File: config.mk
export PLATFORM = sky130hd
export DESIGN_NAME = ssd_scan_decoder
export DESIGN_NICKNAME = d
export VERILOG_FILES = /design/src/rtl/ssd_scan_decoder.sv
export SDC_FILE = /design/constraint.sdc
export NUM_CORES = 1
export LEC_CHECK = 0
export ABC_CLOCK_PERIOD_IN_PS = 10750
export BUFFER_PORTS_ARGS = -buffer_cell sky130_fd_sc_hd__buf_2
export CORE_MARGIN = 8
export CORE_UTILIZATION = 37
export CTS_BUF_LIST = sky130_fd_sc_hd__clkbuf_4 sky130_fd_sc_hd__clkbuf_8
export CTS_CLUSTER_DIAMETER = 40
export DETAILED_ROUTE_END_ITERATION = 6
export PLACE_DENSITY_LB_ADDON = 0.15
export SETUP_SLACK_MARGIN = 0.02
export SLEW_MARGIN = 10
export SYNTH_ARGS = -nofsm -noshare
export SYNTH_HDL_FRONTEND = slang
export SYNTH_SLANG_ARGS = --single-unit
export TNS_END_PERCENT = 10
File: constraint.sdc
create_clock -name clk -period 10.75 [get_ports clk]
set_input_delay 0.5375 -clock clk [delete_from_list [all_inputs] [get_ports clk]]
set_output_delay 0.5375 -clock clk [all_outputs]
set_load 0.01 [all_outputs]
File: src/rtl/ssd_scan_decoder.sv
// Recovers the four digits shown on a multiplexed 7-segment display by
// debouncing the scanned anode/segment lines and assembling complete frames.
module ssd_scan_decoder #(
    parameter int STABLE_CYCLES = 8
) (
    input  logic        clk,
    input  logic        rst_n,
    input  logic [3:0]  an,
    input  logic [6:0]  seg,
    output logic [15:0] digit_value,
    output logic [13:0] time_value,
    output logic        frame_valid,
    output logic        seg_error,
    output logic        an_error
);

    localparam logic [7:0] STABLE_MAX  = 8'(STABLE_CYCLES);
    localparam logic [7:0] STABLE_LAST = 8'(STABLE_CYCLES - 1);

    logic [3:0]  an_reg, an_prev_reg;
    logic [6:0]  seg_reg, seg_prev_reg;
    logic [7:0]  cnt_reg, cnt_next;
    logic [3:0]  mask_reg, mask_next;
    logic [15:0] slots_reg;
    logic [15:0] digit_value_reg;
    logic [13:0] time_value_reg, time_calc;
    logic        frame_valid_reg, seg_error_reg, an_error_reg;

    logic        changed, accept, an_blank, an_onehot, an_multi;
    logic        dec_valid, capture, frame_done;
    logic [3:0]  dec_nibble, an_low, slot_we;

    // The previous-cycle sample is what a full stable window has held,
    // so it is the value that gets decoded on acceptance.
    always_ff @(posedge clk or negedge rst_n) begin
        if (!rst_n) begin
            an_reg       <= 4'b1111;
            seg_reg      <= 7'b1111111;
            an_prev_reg  <= 4'b1111;
            seg_prev_reg <= 7'b1111111;
            cnt_reg      <= 8'd0;
        end else begin
            an_reg       <= an;
            seg_reg      <= seg;
            an_prev_reg  <= an_reg;
            seg_prev_reg <= seg_reg;
            cnt_reg      <= cnt_next;
        end
    end

    assign changed = {an_reg, seg_reg} != {an_prev_reg, seg_prev_reg};

    always_comb begin
        cnt_next = cnt_reg;
        if (changed)
            cnt_next = 8'd0;
        else if (cnt_reg != STABLE_MAX)
            cnt_next = cnt_reg + 8'd1;
    end

    // Counter saturates above STABLE_LAST, so this fires once per window.
    assign accept    = (cnt_reg == STABLE_LAST);
    assign an_low    = ~an_prev_reg;
    assign an_blank  = (an_low == 4'b0000);
    assign an_onehot = $onehot(an_low);
    assign an_multi  = !an_blank && !an_onehot;

    always_comb begin
        dec_valid  = 1'b1;
        dec_nibble = 4'd0;
        case (seg_prev_reg)
            7'b1000000: dec_nibble = 4'd0;
            7'b1111001: dec_nibble = 4'd1;
            7'b0100100: dec_nibble = 4'd2;
            7'b0110000: dec_nibble = 4'd3;
            7'b0011001: dec_nibble = 4'd4;
            7'b0010010: dec_nibble = 4'd5;
            7'b0000010: dec_nibble = 4'd6;
            7'b1111000: dec_nibble = 4'd7;
            7'b0000000: dec_nibble = 4'd8;
            7'b0010000: dec_nibble = 4'd9;
            default:    dec_valid  = 1'b0;
        endcase
    end

    assign capture    = accept && an_onehot && dec_valid;
    assign frame_done = (mask_reg == 4'b1111);

    generate
        for (genvar gi = 0; gi < 4; gi++) begin : g_slot_we
            assign slot_we[gi] = capture && an_low[gi];
        end
    endgenerate

    always_comb begin
        mask_next = mask_reg;
        if (frame_done)
            mask_next = 4'b0000;
        else if (accept && (an_multi || (an_onehot && !dec_valid)))
            mask_next = 4'b0000;
        else if (capture)
            mask_next = mask_reg | an_low;
    end

    always_comb begin
        time_calc = 14'(slots_reg[15:12]) * 14'd1000
                  + 14'(slots_reg[11:8])  * 14'd100
                  + 14'(slots_reg[7:4])   * 14'd10
                  + 14'(slots_reg[3:0]);
    end

    always_ff @(posedge clk or negedge rst_n) begin
        if (!rst_n) begin
            mask_reg        <= 4'b0000;
            slots_reg       <= 16'h0000;
            digit_value_reg <= 16'h0000;
            time_value_reg  <= 14'd0;
            frame_valid_reg <= 1'b0;
            seg_error_reg   <= 1'b0;
            an_error_reg    <= 1'b0;
        end else begin
            mask_reg <= mask_next;
            for (int i = 0; i < 4; i++) begin
                if (slot_we[i])
                    slots_reg[4*i +: 4] <= dec_nibble;
            end
            if (frame_done) begin
                digit_value_reg <= slots_reg;
                time_value_reg  <= time_calc;
            end
            frame_valid_reg <= frame_done;
            seg_error_reg   <= accept && an_onehot && !dec_valid;
            an_error_reg    <= accept && an_multi;
        end
    end

    assign digit_value = digit_value_reg;
    assign time_value  = time_value_reg;
    assign frame_valid = frame_valid_reg;
    assign seg_error   = seg_error_reg;
    assign an_error    = an_error_reg;

endmodule

==> out/summary.txt, run 1 <==
syn nets -> 559
Worst Setup SP -> slots_reg[14]$_DFFE_PN0P_
CP Launch Type -> flop
Post-CTS Hold Fix Bufs -> 0
r2r endpoint -> time_value[13]$_DFFE_PN0P_
Seq pwr share -> 57.9%
Hold Vio Cnt, Final -> 0
gr usage total -> 12.1%
Core ar. -> 13200 sq um
logic gate share of total power -> 3.4%
Sw Pwr -> 0.136 mW
fin. max-slew vios -> 0
Pint -> 0.421 mW
Routed Antenna Nets -> 0
DR vias -> 3340
Clock transition at path regs -> 80 ps
clock latency on the worst-skew pair -> 370 ps
Finished Core Util -> 42.1%
Worst VDD drop -> 0.0938 mV
synth unique cells -> 53
Post-synth EDFFs -> 0
unrepaired setup endpoints after global routing -> no
Cell Area, Synth -> 4960 sq um
Routed wire per std cell -> 13.9 um
number of H-tree levels -> 3
largest net degree at the start of global routing -> 45
IO Count -> 46
post-DP HPWL -> 7.62 mm
number of clock sinks -> 82
ys flop type -> dfrtp_1
Synth top area share -> 30.2%
PD cells -> 100 nW/um^2
Die H -> 132 um
Setup Fix Bufs, Post-CTS -> 0
ANT cells -> 0
hold crit path type -> in2async
Setup-failing EPs final -> 0
flop2flop setup slack -> 5760 ps
YS warnings -> 0
Synth Area per Inst -> 10.5 sq um
width of the chip -> 132 um
Post-synth top cells -> nand2_1, dfrtp_1, ha_1
vias per inst -> 4.77
Nets -> 606
switch share -> 24.4%
Seq. cell area -> 2080 sq um
first-pass GRT wire length -> 17.2 mm
maximum clock path buffer count -> 2
footprint of the multi-input gates -> 2630 sq um
DRC -> 0
first-pass iteration count of the detailed router -> 4
sequential element share of the synthesized area -> 41.9%
CTS Buf Count -> 9
slew margin rel. -> 63.0%
worst slew pin tran -> 555 ps
most frequent cell after synthesis -> nand2_1
Final Critical Period -> 4990 ps
max cap viols -> 0
vias in the first global route -> 3576
worst setup path end -> time_value[13]$_DFFE_PN0P_
cts repair resizes -> 0
row count -> 42
die area -> 17400 sq um
I/O Buffers -> 45
max frequency -> 0.201 GHz
Root Driver -> clkbuf_8
WS Path Type -> reg2reg
Critical Path End Type -> flop
CTS tree -> built
Worst Path Required -> 11040 ps
Area contributors post-synth -> dfrtp_1, ha_1, dfstp_2
Fill cells -> 1308
clock share of power -> 38.7%
setup TNS -> 0 ps
GPL Wtd Cong -> 0.802
CP Max Fanout -> 6
Layout area overhead -> 11.8%
ys async rst share -> 100%
remaining global-route overflow -> 0
area leader, netlist -> dfrtp_1
post-synthesis instance total -> 472
Worst EP arrival -> 5280 ps
Leakage -> 2.97 nW
antenna violations before repair -> 0
cells on worst reg2reg path -> 17
Yosys reg bits -> 82
Starting Density -> 37.6%
initial DRC count -> 69
share of cells above drive strength 1 -> 19.8%
Reg-to-Reg Start -> slots_reg[14]$_DFFE_PN0P_
fin crit share -> 46.4%
Post-Route WL -> 9.75 mm
status -> finished clean
Layout Skew -> 9.45 ps
critical path: stages, from the launching register on:
cell and delay, ps:
dfrtp_1 480, fa_1 610, inv_1 100, fa_1 510
inv_1 40, ha_1 340, nor2b_1 150, o21ai_0 140
nand2b_1 100, xnor2_1 130, ha_1 300, ha_1 310
ha_1 360, a2111o_1 420, o22a_1 190, mux2_2 290
xnor3_1 320, o21ai_0 140
through the flow:
stage | cells | instance area, sq um | power [mW] | hold slack [ps] | setup slack [ps]
6_report | 700 | 5550 | 0.557 | 120 | 5760
5_1_grt | 700 | 5550 | 0.587 | 139 | 5440
4_1_cts | 700 | 5550 | 0.570 | 124 | 5720
3_5_place_dp | 684 | 5370 | 0.348 | 364 | 5750
3_3_place_gp | 684 | 5370 | 0.347 | 363 | 5850
2_1_floorplan | 472 | 4960 | 0.336 | 242 | 6000
worst min path at each step:
| stage | slack, ps | from | end | depth (start not counted) |
|---|---|---|---|---|
| floorplan | 240 | rst_n | an_error$_DFF_PN0_ | 0 |
| global route | 140 | rst_n | time_value[12]$_DFFE_PN0P_ | 1 |
| finish | 120 | rst_n | time_value[12]$_DFFE_PN0P_ | 1 |
| detailed placement | 360 | seg_reg[5]$_DFF_PN1_ | seg_prev_reg[5]$_DFF_PN1_ | 0 |
| CTS | 120 | rst_n | time_value[11]$_DFFE_PN0P_ | 1 |
| global placement | 360 | seg_reg[3]$_DFF_PN1_ | seg_prev_reg[3]$_DFF_PN1_ | 0 |
cell type report:
type                    count  share of cell area (%)
well taps                 176                    3.97
clock inverters             4                   0.609
multi-input cells         328                    47.4
inverters                  51                    3.45
clock buffers              12                    2.75
repair buffers             47                    4.37
flip-flops and latches     82                    37.5
routing by layer:
metal | up-vias | global-route usage, % | wire length [um]
li1 | 1673 | - | -
met1 | 1592 | 14.7 | 4540
met2 | 62 | 19.7 | 4660
met3 | 13 | 4.00 | 413
met4 | 0 | 3.89 | 138
met5 | - | 0 | 0
layout by cell type, fill, tap and decap left out, types with 4 or more instances in the layout:
cell type / instances
o21a_1: 5
mux2_2: 7
a21o_1: 5
a21oi_1: 13
nor3_1: 10
dfrtp_1: 60
nand3_1: 6
ha_1: 56
nor2_1: 23
nand2b_1: 5
clkbuf_8: 10
o21ai_0: 28
inv_1: 51
nand2_1: 65
xor2_1: 19
xnor2_1: 12
fa_1: 18
a31oi_1: 4
dfstp_2: 22
mux2_1: 6
buf_2: 44
power groups by stage:
stage                     Sequential, mW  Clock (mW)  Combinational, mW
after floorplan                    0.325           0             0.0112
after global placement             0.328           0             0.0192
after detailed placement           0.328           0             0.0201
after CTS                          0.323       0.228             0.0201
after global routing               0.324       0.241             0.0224
final                              0.322       0.215             0.0192
kinds of logic (layout without fill, tap and decap cells):
kind of cell               after synthesis  count (layout)  share of synthesized area [%]
AOI/OAI and AO/OA                       67              67                           8.52
xor gates and xnor gates                32              32                           5.92
buffers and inverters                   62             114                           5.09
adders and majority gates               74              74                           21.4
DFF                                     82              82                           41.9
muxes                                   15              15                           3.35
and+or+nand+nor                        140             140                           13.8
Note: power is estimated with default switching activity, not from simulation.
==> inputs of run 2 (changes only) <==
Settings changed: ABC_CLOCK_PERIOD_IN_PS 10750 to 4300.
Clock period 10.75 ns to 4.3 ns, I/O delays scaled along.
==> out/summary.txt, run 2 (synthesis gave the netlist of run 1 again) <==
Critical Path Most Common Cell -> ha_4
most common cell after layout, fill and taps aside -> nand2_1
Fill cells -> 1301 (-0.54%)
unrepaired setup endpoints after global routing -> yes
GPL Wtd Cong -> 0.792 (-1.2%)
Core ar. -> 13200 sq um (unchanged)
share of cells above drive strength 1 -> 23.5% (+3.7 points)
clock latency on the worst-skew pair -> 350 ps (-20 ps)
CP Max Fanout -> 4 (-2)
Starting Density -> 37.6% (unchanged)
Leakage -> 3.12 nW (+5.0%)
Pwr Total -> 1.45 mW (+160%)
I/O Buffers -> 45 (unchanged)
row count -> 42 (unchanged)
Layout Skew -> 9.30 ps (-0.150 ps)
Critical Path End Type -> flop
WS Path Type -> reg2reg
Worst VDD drop -> 0.161 mV (+71%)
Setup-failing EPs final -> 1 (+1)
fin. max-slew vios -> 0 (unchanged)
Die H -> 132 um (unchanged)
CP peak stage delay -> 580 ps (-30 ps)
IO Count -> 46 (unchanged)
maximum clock path buffer count -> 2 (unchanged)
Layout area overhead -> 18.4%
Placed Instances -> 699 (+2.2%)
number of H-tree levels -> 3 (unchanged)
antenna violations before repair -> 0 (unchanged)
Final Critical Period -> 4340 ps (-647 ps)
Routed wire per std cell -> 14.2 um (+2.0%)
ANT cells -> 0 (unchanged)
PD cells -> 246 nW/um^2 (+150%)
Clock transition at path regs -> 90 ps (about the same)
final worst slack -> -40.4 ps (-5800 ps)
Nets -> 635 (+4.8%)
CTS Buf Count -> 9 (unchanged)
worst slew pin tran -> 675 ps (+119 ps)
Seq. cell area -> 2080 sq um (about the same)
CP Launch Type -> flop
first-pass iteration count of the detailed router -> 4 (unchanged)
setup TNS -> -40.4 ps (-40.4 ps)
most frequent cells in the layout -> nand2_1, dfrtp_1, ha_1, inv_1, buf_2
max frequency -> 0.230 GHz (+15%)
DR vias -> 3464 (+3.7%)
Post-Route WL -> 10.4 mm (+6.2%)
vias in the first global route -> 3650 (+2.1%)
Worst EP arrival -> 4570 ps (-710 ps)
post-DP HPWL -> 7.97 mm (+4.6%)
Root Driver -> clkbuf_8
Worst Path Required -> 4530 ps (-6510 ps)
number of clock sinks -> 82 (unchanged)
Routed Antenna Nets -> 0 (unchanged)
initial DRC count -> 131 (+90%)
max cap viols -> 0 (unchanged)
remaining global-route overflow -> 0 (unchanged)
slew margin rel. -> 55.0% (-7.9 points)
violated checks -> negative setup slack
final std cells w/o fill -> 729 (+4.1%)
Slowest-stage cell, CP -> fa_1
largest net degree at the start of global routing -> 52 (+16%)
die area -> 17400 sq um (unchanged)
status -> complete, but fails checks
fin crit share -> 101% (+55 points)
DRC -> 0 (unchanged)
width of the chip -> 132 um (unchanged)
hold crit path type -> reg2reg
Hold Vio Cnt, Final -> 0 (unchanged)
first-pass GRT wire length -> 17.8 mm (+3.3%)
CP cell instances -> fa_1, inv_2, fa_1, inv_2, ha_4, nor2b_4, o21ai_2, nand2b_1, xnor2_1, ha_1, ha_4, ha_4, a2111o_1, o22a_1, mux2_4, xnor3_1, o21ai_1
vias per inst -> 4.75 (-0.41%)
CTS tree -> built
gr usage total -> 12.4% (+0.33 points)
footprint of the multi-input gates -> 2690 sq um (+2.1%)
-- run 2: cell count changes in the layout (fill, tap and decap cells not counted), sizes merged --
| cell | change |
|---|---|
| inv | -1 |
| clkinv | +2 |
| clkinvlp | -1 |
| buf | +17 |
| dlygate4sd3 | +12 |
| clkbuf | -1 |
| bufinv | +1 |
-- run 2: stage by stage --
| stage | area [sq um] | setup slack (ps) | util, % | hold slack [ps] |
|---|---|---|---|---|
| floorplan | 5010 | 15.3 | - | -80.6 |
| global placement | 5520 | 9.61 | 41.9 | 291 |
| detailed placement | 5520 | -60.8 | 41.9 | 300 |
| CTS | 5850 | -33.7 | 44.3 | 374 |
| global route | 5880 | -253 | 44.6 | 380 |
| finish | 5880 | -40.4 | 44.6 | 373 |
-- run 2: path summary, 6_finish.rpt --
check | from | endpoint | slack [ps] | cells after the start
setup / recovery | slots_reg[14]$_DFFE_PN0P_ | time_value[13]$_DFFE_PN0P_ | -40 | 17
hold / removal | seg_reg[4]$_DFF_PN1_ | seg_prev_reg[4]$_DFF_PN1_ | 370 | 0
setup reg to reg | slots_reg[14]$_DFFE_PN0P_ | time_value[13]$_DFFE_PN0P_ | -40 | 17
hold reg to reg | seg_reg[4]$_DFF_PN1_ | seg_prev_reg[4]$_DFF_PN1_ | 370 | 0
max in group asynchronous | rst_n | seg_prev_reg[6]$_DFF_PN1_ | 2970 | 3
min in group asynchronous | rst_n | cnt_reg[1]$_DFFE_PN0P_ | 440 | 2
-- run 2: per-layer routing --
metal	GRT usage (%)	share of wire, %	up-vias
met5	0	0	-
met4	3.83	1.2	0
met3	2.36	2.5	11
met2	21.9	51	34
met1	15.0	45	1693
li1	-	-	1726
-- run 2: timing repair --
| action | CTS | global route |
|---|---|---|
| hold buffers | 12 | 0 |
| pin swaps | 2 | 4 |
| setup endpoints to repair | 1 | 4 |
| endpoints found under the hold margin | 59 | 0 |
| buffers inserted | 0 | 2 |
| gates resized for setup | 0 | 3 |
-- run 2: report_power, final --
part	switching [mW]	total [mW]	internal [mW]
Combinational	0.0310	0.0566	0.0256
Sequential	0.0159	0.806	0.790
Clock	0.289	0.583	0.294
Total	0.336	1.45	1.11
-- run 2: final cells by class --
cell class | count | share of cell area, %
clock buffer | 11 | 2.47
clock inverter | 5 | 1.04
timing repair buffer | 76 | 8.35
multi-input combinational | 328 | 45.7
inverter | 51 | 3.26
sequential | 82 | 35.4
tap | 176 | 3.75
-- run 2: critical path: cells and delay by family, from the launching register on --
kind / cells / cell delay [ps]
adders and majority gates: 6 / 2070
AOI/OAI and AO/OA: 4 / 730
DFF: 1 / 440
xor gates and xnor gates: 2 / 350
muxes: 1 / 310
and+or+nand+nor: 2 / 230
buffers and inverters: 2 / 110
==> inputs of run 3 (changes only) <==
Settings changed: ABC_CLOCK_PERIOD_IN_PS 4300 to 4200, SETUP_SLACK_MARGIN 0.02 to 0.1.
Clock period 4.3 ns to 4.2 ns, I/O delays scaled along.
==> out/summary.txt, run 3 (synthesis gave the netlist of run 1 again) <==
Root Driver -> clkbuf_8
CP cell instances -> fa_1, inv_2, fa_1, inv_2, ha_4, nor2b_1, o21ai_1, nand2b_1, xnor2_1, ha_1, ha_4, ha_4, a2111o_1, o22a_1, mux2_4, xnor3_1, o21ai_1
CTS tree -> built
worst path bufs/invs -> 2 (unchanged)
I/O Buffers -> 45 (unchanged)
Seq pwr share -> 56.3% (+0.5 points)
clock share of power -> 39.7% (-0.6 points)
Pint -> 1.12 mW (+0.72%)
largest delay contributor family on the critical path -> adder cells
post-DP HPWL -> 8.00 mm (+0.38%)
switch share -> 23.6% (+0.41 points)
Slowest-stage cell, CP -> fa_1
DRC -> 0 (unchanged)
DR vias -> 3453 (-0.32%)
row count -> 42 (unchanged)
first-pass GRT wire length -> 17.5 mm (-1.3%)
Worst EP arrival -> 4570 ps (about the same)
Pwr Total -> 1.46 mW (+1.3%)
number of H-tree levels -> 3 (unchanged)
Post-Route WL -> 10.3 mm (-0.60%)
Final Critical Period -> 4330 ps (-9.98 ps)
Die H -> 132 um (unchanged)
Nets -> 640 (+0.79%)
Layout area overhead -> 19.8%
most frequent cells in the layout -> nand2_1, dfrtp_1, ha_1, inv_1, buf_2
final worst slack -> -130 ps (-90.0 ps)
Fill cells -> 1281 (-1.5%)
flop2flop setup slack -> -130 ps (-90 ps)
dpl cell area -> 5570 sq um (+0.95%)
largest net degree at the start of global routing -> 50 (-3.8%)
PD cells -> 246 nW/um^2 (about the same)
Sw Pwr -> 0.346 mW (+3.1%)
initial DRC count -> 126 (-3.8%)
CTS Buf Count -> 9 (unchanged)
logic gate share of total power -> 3.9% (about the same)
Starting Density -> 37.6% (unchanged)
r2r endpoint -> time_value[13]$_DFFE_PN0P_
max cap viols -> 0 (unchanged)
Critical Path Most Common Cell -> ha_4
Finished Core Util -> 45.1% (+0.54 points)
Reg-to-Reg Start -> slots_reg[13]$_DFFE_PN0P_
cells on worst reg2reg path -> 17 (unchanged)
Setup-failing EPs final -> 1 (unchanged)
hold crit path type -> reg2reg
IO Count -> 46 (unchanged)
setup TNS -> -130 ps (-90.0 ps)
GPL Wtd Cong -> 0.797 (+0.64%)
Worst Path Required -> 4440 ps (-90 ps)
Routed wire per std cell -> 14.0 um (-1.3%)
antenna violations before repair -> 0 (unchanged)
fin crit share -> 103% (+2.2 points)
vias in the first global route -> 3599 (-1.4%)
die area -> 17400 sq um (unchanged)
remaining global-route overflow -> 0 (unchanged)
width of the chip -> 132 um (unchanged)
CP Launch Type -> flop
Final Instance Area -> 5950 sq um (+1.2%)
Hold Vio Cnt, Final -> 0 (unchanged)
maximum clock path buffer count -> 2 (unchanged)
dpl ws -> -147 ps (-86.5 ps)
Leakage -> 3.14 nW (+0.51%)
violated checks -> negative setup slack
vias per inst -> 4.70 (-1.0%)
ANT cells -> 0 (unchanged)
Core ar. -> 13200 sq um (unchanged)
clock latency on the worst-skew pair -> 370 ps (+20 ps)
unrepaired setup endpoints after global routing -> yes
Setup Fix Bufs, Post-CTS -> 0 (unchanged)
share of cells above drive strength 1 -> 25.1% (+1.6 points)
number of clock sinks -> 82 (unchanged)
max frequency -> 0.231 GHz (+0.23%)
Clock transition at path regs -> 90 ps (about the same)
WS Path Type -> reg2reg
CP peak stage delay -> 560 ps (-20 ps)
worst slew pin tran -> 606 ps (-68.1 ps)
gr usage total -> 12.5% (+0.064 points)
Worst VDD drop -> 0.268 mV (+67%)
hold depth -> 0 (unchanged)
Layout Skew -> 8.37 ps (-0.930 ps)
status -> complete, but fails checks
min-delay src -> seg_reg[4]$_DFF_PN1_
first-pass iteration count of the detailed router -> 4 (unchanged)
CP Max Fanout -> 4 (unchanged)
Hold Path End -> seg_prev_reg[4]$_DFF_PN1_
most common cell after layout, fill and taps aside -> nand2_1
Routed Antenna Nets -> 0 (unchanged)
slew margin rel. -> 59.6% (+4.5 points)
Critical Path End Type -> flop
fin. max-slew vios -> 0 (unchanged)
==> run 3: changes by cell type in the layout (fill, tap and decap cells not counted), moves of 3 or more <==
cell	previous run	this run
o21ai_0	25	22
ha_4	3	6
buf_4	20	25
ha_1	53	50
o21ai_1	1	5
==> run 3: stage by stage <==
stage | hold slack (ps) | std cells
global route | 379 | 734
floorplan | -85.6 | 472
finish | 374 | 734
detailed placement | 270 | 706
global placement | 259 | 706
CTS | 375 | 734
==> run 3: routing by layer <==
metal / track usage (%) / vias to the layer above / routed length [um]
met5: 0 / - / 0
met1: 15.5 / 1675 / 4730
li1: - / 1730 / -
met2: 20.5 / 35 / 5140
met3: 3.09 / 13 / 256
met4: 4.59 / 0 / 162
==> run 3: power by group through the flow <==
stage,Combinational [mW],Clock (mW),Sequential [mW]
after floorplan,0.0285,0,0.832
after global placement,0.0493,0,0.839
after detailed placement,0.0514,0,0.840
after CTS,0.0603,0.606,0.825
after global routing,0.0676,0.640,0.828
final,0.0577,0.582,0.825
==> run 3: worst max-delay path by stage <==
| stage | from | to | slack [ps] | depth (start not counted) |
|---|---|---|---|---|
| final | slots_reg[13]$_DFFE_PN0P_ | time_value[13]$_DFFE_PN0P_ | -130 | 17 |
| after global routing | slots_reg[15]$_DFFE_PN0P_ | time_value[13]$_DFFE_PN0P_ | -320 | 17 |
| after floorplan | slots_reg[14]$_DFFE_PN0P_ | time_value[13]$_DFFE_PN0P_ | -80 | 17 |
| after global placement | slots_reg[14]$_DFFE_PN0P_ | time_value[13]$_DFFE_PN0P_ | -80 | 17 |
| after detailed placement | slots_reg[14]$_DFFE_PN0P_ | time_value[13]$_DFFE_PN0P_ | -150 | 17 |
| after CTS | slots_reg[15]$_DFFE_PN0P_ | time_value[13]$_DFFE_PN0P_ | -140 | 17 |
==> run 3: repair_timing <==
item,in CTS,in global routing
pin swaps,3,3
endpoints found under the hold margin,41,0
setup endpoints to repair,3,5
hold buffers,12,0
gates resized for setup,3,9
==> run 3: worst reg2reg max path, stage by stage (launching register included) <==
cell,delay (ps)
dfrtp_1,430
fa_1,560
inv_2,60
fa_1,500
inv_2,50
ha_4,220
nor2b_1,130
o21ai_1,130
nand2b_1,100
xnor2_1,140
ha_1,300
ha_4,280
ha_4,190
a2111o_1,360
o22a_1,200
mux2_4,300
xnor3_1,190
o21ai_1,70
==> run 3: cell type report <==
class	count	area (sq um)	share of cell area, %
clock inverter	6	63.8	1.07
inverter	51	191	3.22
tap	176	220	3.70
multi-input combinational	328	2730	45.9
timing repair buffer	81	528	8.88
clock buffer	10	131	2.21
sequential	82	2080	35.0
